## config.mk

```make
export PLATFORM = sky130hd
export DESIGN_NAME = mem_ctrl
export DESIGN_NICKNAME = d
export VERILOG_FILES = /design/src/rtl/mem_ctrl.sv
export SDC_FILE = /design/constraint.sdc
export NUM_CORES = 1
export LEC_CHECK = 0
export CAP_MARGIN = 15
export CORE_MARGIN = 2
export CORE_UTILIZATION = 50
export CTS_CLUSTER_SIZE = 16
export DETAILED_ROUTE_END_ITERATION = 6
export PLACE_DENSITY_LB_ADDON = 0.2
export SETUP_SLACK_MARGIN = 0.15
export SLEW_MARGIN = 5
export SYNTH_ARGS = -nofsm -noshare
export SYNTH_HDL_FRONTEND = slang
export SYNTH_SLANG_ARGS = --single-unit
```

## constraint.sdc

```tcl
create_clock -name clk -period 4.03 [get_ports clk]
set_clock_uncertainty 0.1 [all_clocks]
set_input_delay 0.806 -clock clk [delete_from_list [all_inputs] [get_ports clk]]
set_output_delay 0.806 -clock clk [all_outputs]
set_load 0.005 [all_outputs]
```

## src/rtl/mem_ctrl.sv

```systemverilog
// mem_ctrl: arbiter and byte sequencer for the single byte-wide RAM port.
// Instruction fetch and the LSU each own one pending slot; accesses of
// 1/2/4 bytes are split into per-byte RAM cycles and assembled little-endian.
module mem_ctrl #(
  parameter int ADDR_W     = 32,
  parameter int RAM_ADDR_W = 17
) (
  input  logic                  clk,
  input  logic                  rst,
  input  logic                  instEn,
  input  logic [ADDR_W-1:0]     instAddr,
  input  logic                  instDiscard,
  output logic                  memInstOutEn,
  output logic [31:0]           memInst,
  input  logic                  dataEn,
  input  logic                  dataWr,
  input  logic [ADDR_W-1:0]     dataAddr,
  input  logic [1:0]            dataLen,
  input  logic [31:0]           dataIn,
  output logic                  dataOutEn,
  output logic [31:0]           dataOut,
  input  logic [7:0]            ram_din,
  output logic [7:0]            ram_dout,
  output logic [RAM_ADDR_W-1:0] ram_a,
  output logic                  ram_wr
);

  typedef enum logic [1:0] {IDLE, INST, DREAD, DWRITE} state_t;

  state_t                state_q;
  logic                  instPend_q;
  logic [ADDR_W-1:0]     instAddr_q;
  logic                  dataPend_q;
  logic                  dataWr_q;
  logic [ADDR_W-1:0]     dataAddr_q;
  logic [1:0]            dataLen_q;
  logic [31:0]           dataIn_q;
  logic [ADDR_W-1:0]     base_q;
  logic [31:0]           wrData_q;
  logic [2:0]            cnt_q;
  logic [2:0]            last_q;
  logic [31:0]           asm_q;
  logic [RAM_ADDR_W-1:0] ramA_q;
  logic [7:0]            ramDout_q;
  logic                  ramWr_q;
  logic [31:0]           memInst_q;
  logic [31:0]           dataOut_q;
  logic                  memInstOutEn_q;
  logic                  dataOutEn_q;

  logic                  instPend_d;
  logic [ADDR_W-1:0]     instAddr_d;
  logic                  dataPend_d;
  logic                  dataWr_d;
  logic [ADDR_W-1:0]     dataAddr_d;
  logic [1:0]            dataLen_d;
  logic [31:0]           dataIn_d;
  logic [2:0]            dataLast;
  logic [2:0]            cntInc;
  logic [ADDR_W-1:0]     nextAddr;
  logic [1:0]            byteIdx;
  logic [31:0]           asmNext;
  logic [7:0]            wrByte;
  logic                  readDone;
  logic                  writeDone;
  logic                  slotFree;
  logic                  unusedAddrHi;

  // Pending slots as they stand after this edge's requests, so a pulse can start the same edge it is seen
  always_comb begin
    instPend_d = instEn | (instPend_q & ~instDiscard);
    instAddr_d = instEn ? instAddr : instAddr_q;
    dataPend_d = dataEn | dataPend_q;
    dataWr_d   = dataEn ? dataWr : dataWr_q;
    dataAddr_d = dataEn ? dataAddr : dataAddr_q;
    dataLen_d  = dataEn ? dataLen : dataLen_q;
    dataIn_d   = dataEn ? dataIn : dataIn_q;
    case (dataLen_d)
      2'd0:    dataLast = 3'd1;
      2'd1:    dataLast = 3'd2;
      default: dataLast = 3'd4;
    endcase
  end

  // Byte-cycle helpers: next address, byte placement, store byte and end-of-access detection
  always_comb begin
    cntInc   = cnt_q + 3'd1;
    nextAddr = base_q + {{(ADDR_W-3){1'b0}}, cntInc};
    byteIdx  = cnt_q[1:0] - 2'd1;
    asmNext  = asm_q | ({24'd0, ram_din} << {byteIdx, 3'b000});
    case (cntInc[1:0])
      2'd1:    wrByte = wrData_q[15:8];
      2'd2:    wrByte = wrData_q[23:16];
      2'd3:    wrByte = wrData_q[31:24];
      default: wrByte = wrData_q[7:0];
    endcase
    readDone  = (((state_q == INST) && !instDiscard) || (state_q == DREAD)) && (cnt_q == last_q);
    writeDone = (state_q == DWRITE) && (cntInc == last_q);
    slotFree  = (state_q == IDLE) || readDone || writeDone;
  end

  assign unusedAddrHi = ^nextAddr[ADDR_W-1:RAM_ADDR_W];

  // Sequencer: steps the current access one byte per cycle and, when the port frees up, launches the next request
  always_ff @(posedge clk) begin
    if (rst) begin
      state_q        <= IDLE;
      instPend_q     <= 1'b0;
      instAddr_q     <= '0;
      dataPend_q     <= 1'b0;
      dataWr_q       <= 1'b0;
      dataAddr_q     <= '0;
      dataLen_q      <= 2'd0;
      dataIn_q       <= '0;
      base_q         <= '0;
      wrData_q       <= '0;
      cnt_q          <= 3'd0;
      last_q         <= 3'd0;
      asm_q          <= '0;
      ramA_q         <= '0;
      ramDout_q      <= 8'd0;
      ramWr_q        <= 1'b0;
      memInst_q      <= '0;
      dataOut_q      <= '0;
      memInstOutEn_q <= 1'b0;
      dataOutEn_q    <= 1'b0;
    end else begin
      memInstOutEn_q <= 1'b0;
      dataOutEn_q    <= 1'b0;
      instPend_q     <= instPend_d;
      instAddr_q     <= instAddr_d;
      dataPend_q     <= dataPend_d;
      dataWr_q       <= dataWr_d;
      dataAddr_q     <= dataAddr_d;
      dataLen_q      <= dataLen_d;
      dataIn_q       <= dataIn_d;

      case (state_q)
        INST, DREAD: begin
          if ((state_q == INST) && instDiscard) begin
            state_q <= IDLE;
            ramA_q  <= '0;
          end else if (cnt_q == last_q) begin
            if (state_q == INST) begin
              memInst_q      <= asmNext;
              memInstOutEn_q <= 1'b1;
            end else begin
              dataOut_q   <= asmNext;
              dataOutEn_q <= 1'b1;
            end
            state_q <= IDLE;
            ramA_q  <= '0;
          end else begin
            if (cnt_q != 3'd0) begin
              asm_q <= asmNext;
            end
            cnt_q  <= cntInc;
            ramA_q <= (cntInc == last_q) ? '0 : nextAddr[RAM_ADDR_W-1:0];
          end
        end
        DWRITE: begin
          if (writeDone) begin
            dataOut_q   <= '0;
            dataOutEn_q <= 1'b1;
            state_q     <= IDLE;
            ramA_q      <= '0;
            ramWr_q     <= 1'b0;
            ramDout_q   <= 8'd0;
          end else begin
            cnt_q     <= cntInc;
            ramA_q    <= nextAddr[RAM_ADDR_W-1:0];
            ramDout_q <= wrByte;
          end
        end
        default: begin
          ramA_q  <= '0;
          ramWr_q <= 1'b0;
        end
      endcase

      if (slotFree) begin
        if (dataPend_d) begin
          dataPend_q <= 1'b0;
          state_q    <= dataWr_d ? DWRITE : DREAD;
          base_q     <= dataAddr_d;
          wrData_q   <= dataIn_d;
          last_q     <= dataLast;
          cnt_q      <= 3'd0;
          asm_q      <= '0;
          ramA_q     <= dataAddr_d[RAM_ADDR_W-1:0];
          ramWr_q    <= dataWr_d;
          ramDout_q  <= dataWr_d ? dataIn_d[7:0] : 8'd0;
        end else if (instPend_d) begin
          instPend_q <= 1'b0;
          state_q    <= INST;
          base_q     <= instAddr_d;
          last_q     <= 3'd4;
          cnt_q      <= 3'd0;
          asm_q      <= '0;
          ramA_q     <= instAddr_d[RAM_ADDR_W-1:0];
          ramWr_q    <= 1'b0;
          ramDout_q  <= 8'd0;
        end
      end
    end
  end

  assign memInstOutEn = memInstOutEn_q & ~instDiscard;
  assign memInst      = memInst_q;
  assign dataOutEn    = dataOutEn_q;
  assign dataOut      = dataOut_q;
  assign ram_a        = ramA_q;
  assign ram_dout     = ramDout_q;
  assign ram_wr       = ramWr_q;

endmodule

```

Word level (Yosys, flattened, before mapping):

Index checks and enable logic that the tools add are counted.

* muxes and demuxes: 65
* equal/unequal tests: 13
* add/subtract/negate cells: 3
* shift-type cells: 1
* $lt $le $gt $ge: 0
* bitwise operators: 9
* div/mod/pow operators: 0
* reduce and logical (&&, ||, !) cells: 20
* multiply operators: 0

Operators by type and width (number)
* 32-bit 2-to-1 mux: 14
* 17-bit 2-to-1 mux: 9
* 32-bit one-hot mux with 2 select lines: 1
* 8-bit 2-to-1 mux: 6
* 17-bit one-hot mux with 2 select lines: 1
* 32-bit OR: 1
* 8-bit by 5-bit << shifter with 32-bit output: 1
* 3-bit 2-to-1 mux: 8
* 8-bit one-hot mux with 3 select lines: 1
* 17-bit by 3-bit adder with 17-bit output: 1
* 2-bit 2-to-1 mux: 7
* 1-bit 2-to-1 mux: 13
* 3-bit one-hot mux with 2 select lines: 2
* 2-bit equality test, second input constant: 4
* 2-bit inequality test, second input constant: 4
* 2-bit by 1-bit equality test with 1-bit output, second input constant: 3
* 3-bit equality test: 2
* 5-bit AND reduction: 1
* 1-bit logical AND: 4
* 2-bit zero test: 2
* 1-bit NOT: 4
* 1-bit one-hot mux with 2 select lines: 2
* 2-bit one-hot mux with 2 select lines: 1
* 2-bit AND reduction: 2
* 11 further kinds: 17

* word-level logic and storage cells: 131
* bits in registers: 282
* ROM bits: 0
* memories: 0
* latch bits: 0
* output and inout bits: 92
* bits in writable memories: 0
* input bits: 112

Longest topological paths before layout:

* depth in word-level cells: 10
* mapped depth: 12
* depth with buffers taken out: 8

Least setup slack after synthesis:

Ideal clock, no wire load.

* path type: reg-to-reg
* start: reg cnt_q[0]
* end: reg ramA_q[10] (netlist: ram_a[10])
* path buffers: 3
* stages on the path, launching flop included: 11
* setup slack: 1.454 ns
* required time: 3.802 ns
* library setup time: 0.128 ns
* clock period less this slack: 2.576 ns
* arrival: 2.348 ns
* cell sequence: dfxtp_1 -> buf_6 -> inv_1 -> ha_1 -> clkbuf_1 -> xnor2_1 -> nand4_2 -> a32oi_2 -> nand4b_1 -> buf_2 -> o21ai_0

* word-level cells in the longest chain between the ends: 9
* elaborated cells between the ends (all ways): 16
* those cells by class: add/sub: 2; eq/ne: 2; mux: 8; reduce/logical: 4

Ends and longest elaborated chain
* start, declared: RTL line 40 `logic [2:0] cnt_q;`
* start signal, assigned: RTL line 157 `cnt_q <= cntInc;`
* start signal, assigned: RTL line 170 `cnt_q <= cntInc;`
* 3-bit by 1-bit adder with 3-bit output: RTL line 87 `cntInc = cnt_q + 3'd1;`
* 17-bit by 3-bit adder with 17-bit output / 3-bit equality test (equally long branches): RTL line 88, 98, 158
* 17-bit 2-to-1 mux: RTL line 158 `ramA_q <= (cntInc == last_q) ? '0 : nextAddr[RAM_ADDR_W-1:0];`
* 17-bit 2-to-1 mux: RTL line 143 `end else if (cnt_q == last_q) begin`
* 17-bit 2-to-1 mux: RTL line 140 `if ((state_q == INST) && instDiscard) begin`
* 17-bit one-hot mux with 2 select lines: RTL line 138 `case (state_q)`
* 17-bit 2-to-1 mux: RTL line 193 `end else if (instPend_d) begin`
* 17-bit 2-to-1 mux: RTL line 182 `if (dataPend_d) begin`
* 17-bit 2-to-1 mux *: RTL line 181 `if (slotFree) begin`
* end signal, assigned: RTL line 158
* end signal, assigned: RTL line 190 `ramA_q <= dataAddr_d[RAM_ADDR_W-1:0];`
* end signal, assigned: RTL line 200 `ramA_q <= instAddr_d[RAM_ADDR_W-1:0];`
* end, declared: RTL line 43 `logic [RAM_ADDR_W-1:0] ramA_q;`

Every way passes the cells marked *; elsewhere a longest branch is shown, timed or not.
A chain may end at the register's enable or synchronous reset.

Worst setup path after layout:

* start: reg cnt_q[0]
* end: reg ramA_q[5] (netlist: ram_a[5])

Same word-level chain as after synthesis.

==> summary.txt <==
Clock network
  • Max Root-Sink Buffers: 3
  • H-tree depth: 1
  • Num CTS Buffers: 26
  • Post-CTS Setup Bufs: 0
  • TritonCTS Sinks: 252
  • Root buffer cell: clkbuf_16
  • CTS Hold Bufs: 0
  • Worst-skew pair later-pin latency: 0.52 ns
  • Post_cts resized: 0
  • TritonCTS clock tree: yes
  • Clock Pin Slew Worst Setup and Hold Paths: 0.06 ns

Synth
  • Synth Warn #: 0
  • Syn_nets: 1162
  • Mapped Area: 0.00994 sq mm
  • Seq cells post-synth: 252
  • Syn Inst Count: 1038
  • Top_reg_cell synth: dfxtp_1
  • Number of synthesized flops with an enable pin: 0
  • Post-synth cell types: 59
  • Syn_area_per_cell: 9.58 sq um
  • Ys async rst share: 0%
  • Sequential area share after synthesis: 50.8%

Setup path
  • Worst-path fanout max: 17
  • Cell Chain, Critical Path: inv_1, ha_1, xnor2_1, nand4_2, a32oi_2, nand4b_1, o21ai_0
  • CP max stage delay: 0.56 ns
  • Worst setup path class: flop to flop
  • CP startpoint kind: flop
  • WP buf/inv: 1
  • CP Data Arrival Time: 3.65 ns
  • Critical Path RT: 4.29 ns
  • CP max-delay cell: nand4b_1
  • Critical Path Sink Type: flop
  • CP top delay family: simple AND/OR/NAND/NOR gates

Cells and area
  • # fillers: 1657
  • Final core occ: 65.0%
  • Area growth from synthesis to layout: 27.3%
  • Layout cells sized above 1: 5.41%
  • Layout Nets: 1308
  • Antenna diodes: 0

Drt
  • Initial drt markers: 411
  • Routed WL per cell: 16.8 um
  • Vias: 7977
  • ANT nets after route: 0
  • Routed WL: 24700 um
  • DRC violations left: 0
  • DRT Pass-1 Iters: 5
  • Via/cell ratio: 5.44

Timing
  • Unrepaired setup endpoints after global routing: false
  • Final Max Slew Viols: 0
  • Setup TNS Final: 0 ns
  • Slew of the pin with the lowest slew margin: 0.880 ns
  • Final min period: 3.38 ns
  • Slew margin rel.: 41.3%
  • Max Fclk: 295 MHz
  • Fin crit share: 84.0%
  • Endpoints failing hold: 0
  • Setup violations, final: 0

Run status
  • Outcome: completed

Die
  • Die area: 0.0210 sq mm
  • Core area: 0.0195 sq mm
  • Die height: 145 um
  • Initial Util: 51.1%
  • Chip Width: 145 um
  • Ports: 204
  • FP Rows: 51

GRT
  • Global Route Usage Sum: 22.9%
  • Largest net degree at the start of global routing: 63
  • Number of global-route vias before repair: 7610
  • Initial antenna violation count: 0
  • Remaining Overflow, GRT: 0
  • First-pass GRT wire length: 40100 um

Power and ir drop
  • Pleak: 5.01 nW
  • Pwr/cell area: 539 mW/mm^2
  • Max VDD drop: 0.000340 V
  • Design Power: 0.00682 W

Min path
  • Hold WC Path Type: flop to flop

Placed design
  • Placer Congestion: 0.810
  • Number of port buffers: 173
  • HPWL after detailed placement: 16800 um

Run
  • Number of max-cap violations: 0
[synthesized netlist by cell type (2+ instances only)]
master	number	area, sq um
buf_4	2	15.0
nor2_1	211	792
o41ai_1	2	17.5
ha_1	11	138
nand3_1	4	20.0
and2_1	4	25.0
o311ai_0	14	123
clkbuf_1	34	128
dfxtp_1	252	5040
o22ai_1	8	50.1
nand3b_1	2	15.0
xnor2_1	17	149
a31oi_1	6	37.5
nor2b_1	4	25.0
nor4_1	5	31.3
o31ai_1	2	15.0
o21ai_0	64	320
nand2_1	33	124
and3_1	11	68.8
mux2i_1	102	1020
xor2_1	4	35.0
a22oi_1	32	240
a21o_1	35	263
o21bai_1	2	15.0
buf_1	7	26.3
o211ai_1	14	105
a2111o_1	2	22.5
inv_1	28	105
a21oi_1	25	125
a222oi_1	8	80.1
nor3_1	4	20.0
a211oi_1	34	255
buf_2	19	95.1
buf_6	11	124
[final timing paths]
path         slack [ns]  depth (start not counted)        to     start
min                0.37                          2  asm_q[7]  asm_q[7]
min reg2reg        0.37                          2  asm_q[7]  asm_q[7]
max                0.65                          7  ram_a[5]  cnt_q[0]
max reg2reg        0.65                          7  ram_a[5]  cnt_q[0]
[worst reg2reg max path: stages (launching register included)]
cell	delay (ns)
dfxtp_1	0.54
inv_1	0.23
ha_1	0.52
xnor2_1	0.34
nand4_2	0.28
a32oi_2	0.45
nand4b_1	0.57
o21ai_0	0.22
[power by group]
part | internal (W) | switching (W) | total, W
Clock | 0.00141 | 0.000951 | 0.00236
Sequential | 0.00276 | 0.000171 | 0.00293
Combinational | 0.000630 | 0.000895 | 0.00152
[layout by cell type, fill, tap and decap left out, types with 26 or more instances in the layout]
cell | synthesis | routed
mux2i_1 | 102 | 102
clkdlybuf4s50_1 | 0 | 171
a22oi_1 | 32 | 32
inv_1 | 28 | 28
a211oi_1 | 34 | 34
o21ai_0 | 64 | 64
dfxtp_1 | 252 | 252
nand2_1 | 33 | 33
a21o_1 | 35 | 35
clkbuf_16 | 0 | 26
nor2_1 | 211 | 211
[layout make-up]
| class | instances | area [sq um] | share of cell area (%) |
|---|---|---|---|
| Clock buffer | 40 | 753 | 5.95 |
| Clock inverter | 5 | 90.1 | 0.712 |
| Inverter | 29 | 109 | 0.860 |
| Multi-Input combinational cell | 684 | 4430 | 35.0 |
| Sequential cell | 252 | 5040 | 39.9 |
| Tap cell | 265 | 332 | 2.62 |
| Timing Repair Buffer | 191 | 1900 | 15.0 |
[sequential cells by signal (all words and copies together) (netlist names), 17 cells and up]
| register | count |
|---|---|
| asm_q | 32 |
| instAddr_q | 17 |
| dataOut | 32 |
| base_q | 17 |
| ram_a | 17 |
| dataAddr_q | 17 |
| wrData_q | 32 |
| memInst | 32 |
| dataIn_q | 32 |
[logic make-up after synthesis]
group,share of synthesized area [%]
compound gates,17.6
simple gates,12.2
mux,10.4
xor+xnor,2.48
flops,50.8
buf+inv,5.00
fa+ha+maj,1.59
[per-stage QoR]
stage,std cells,area [sq um],hold slack (ns),worst slack (ns)
floorplan,1038,9940,0.333,1.45
global placement,1421,11800,0.342,0.514
detailed placement,1421,11800,0.352,0.476
CTS,1466,12700,0.365,0.666
global route,1466,12700,0.392,0.407
finish,1466,12700,0.368,0.645
[metal layers]
metal	share of wire, %	vias to the layer above	track usage [%]
met5	0	-	0
met1	46	3796	30.9
met3	5.7	30	4.43
li1	-	3943	-
met4	1.8	0	4.65
met2	47	208	38.4
(Power assumes the default switching activity.)
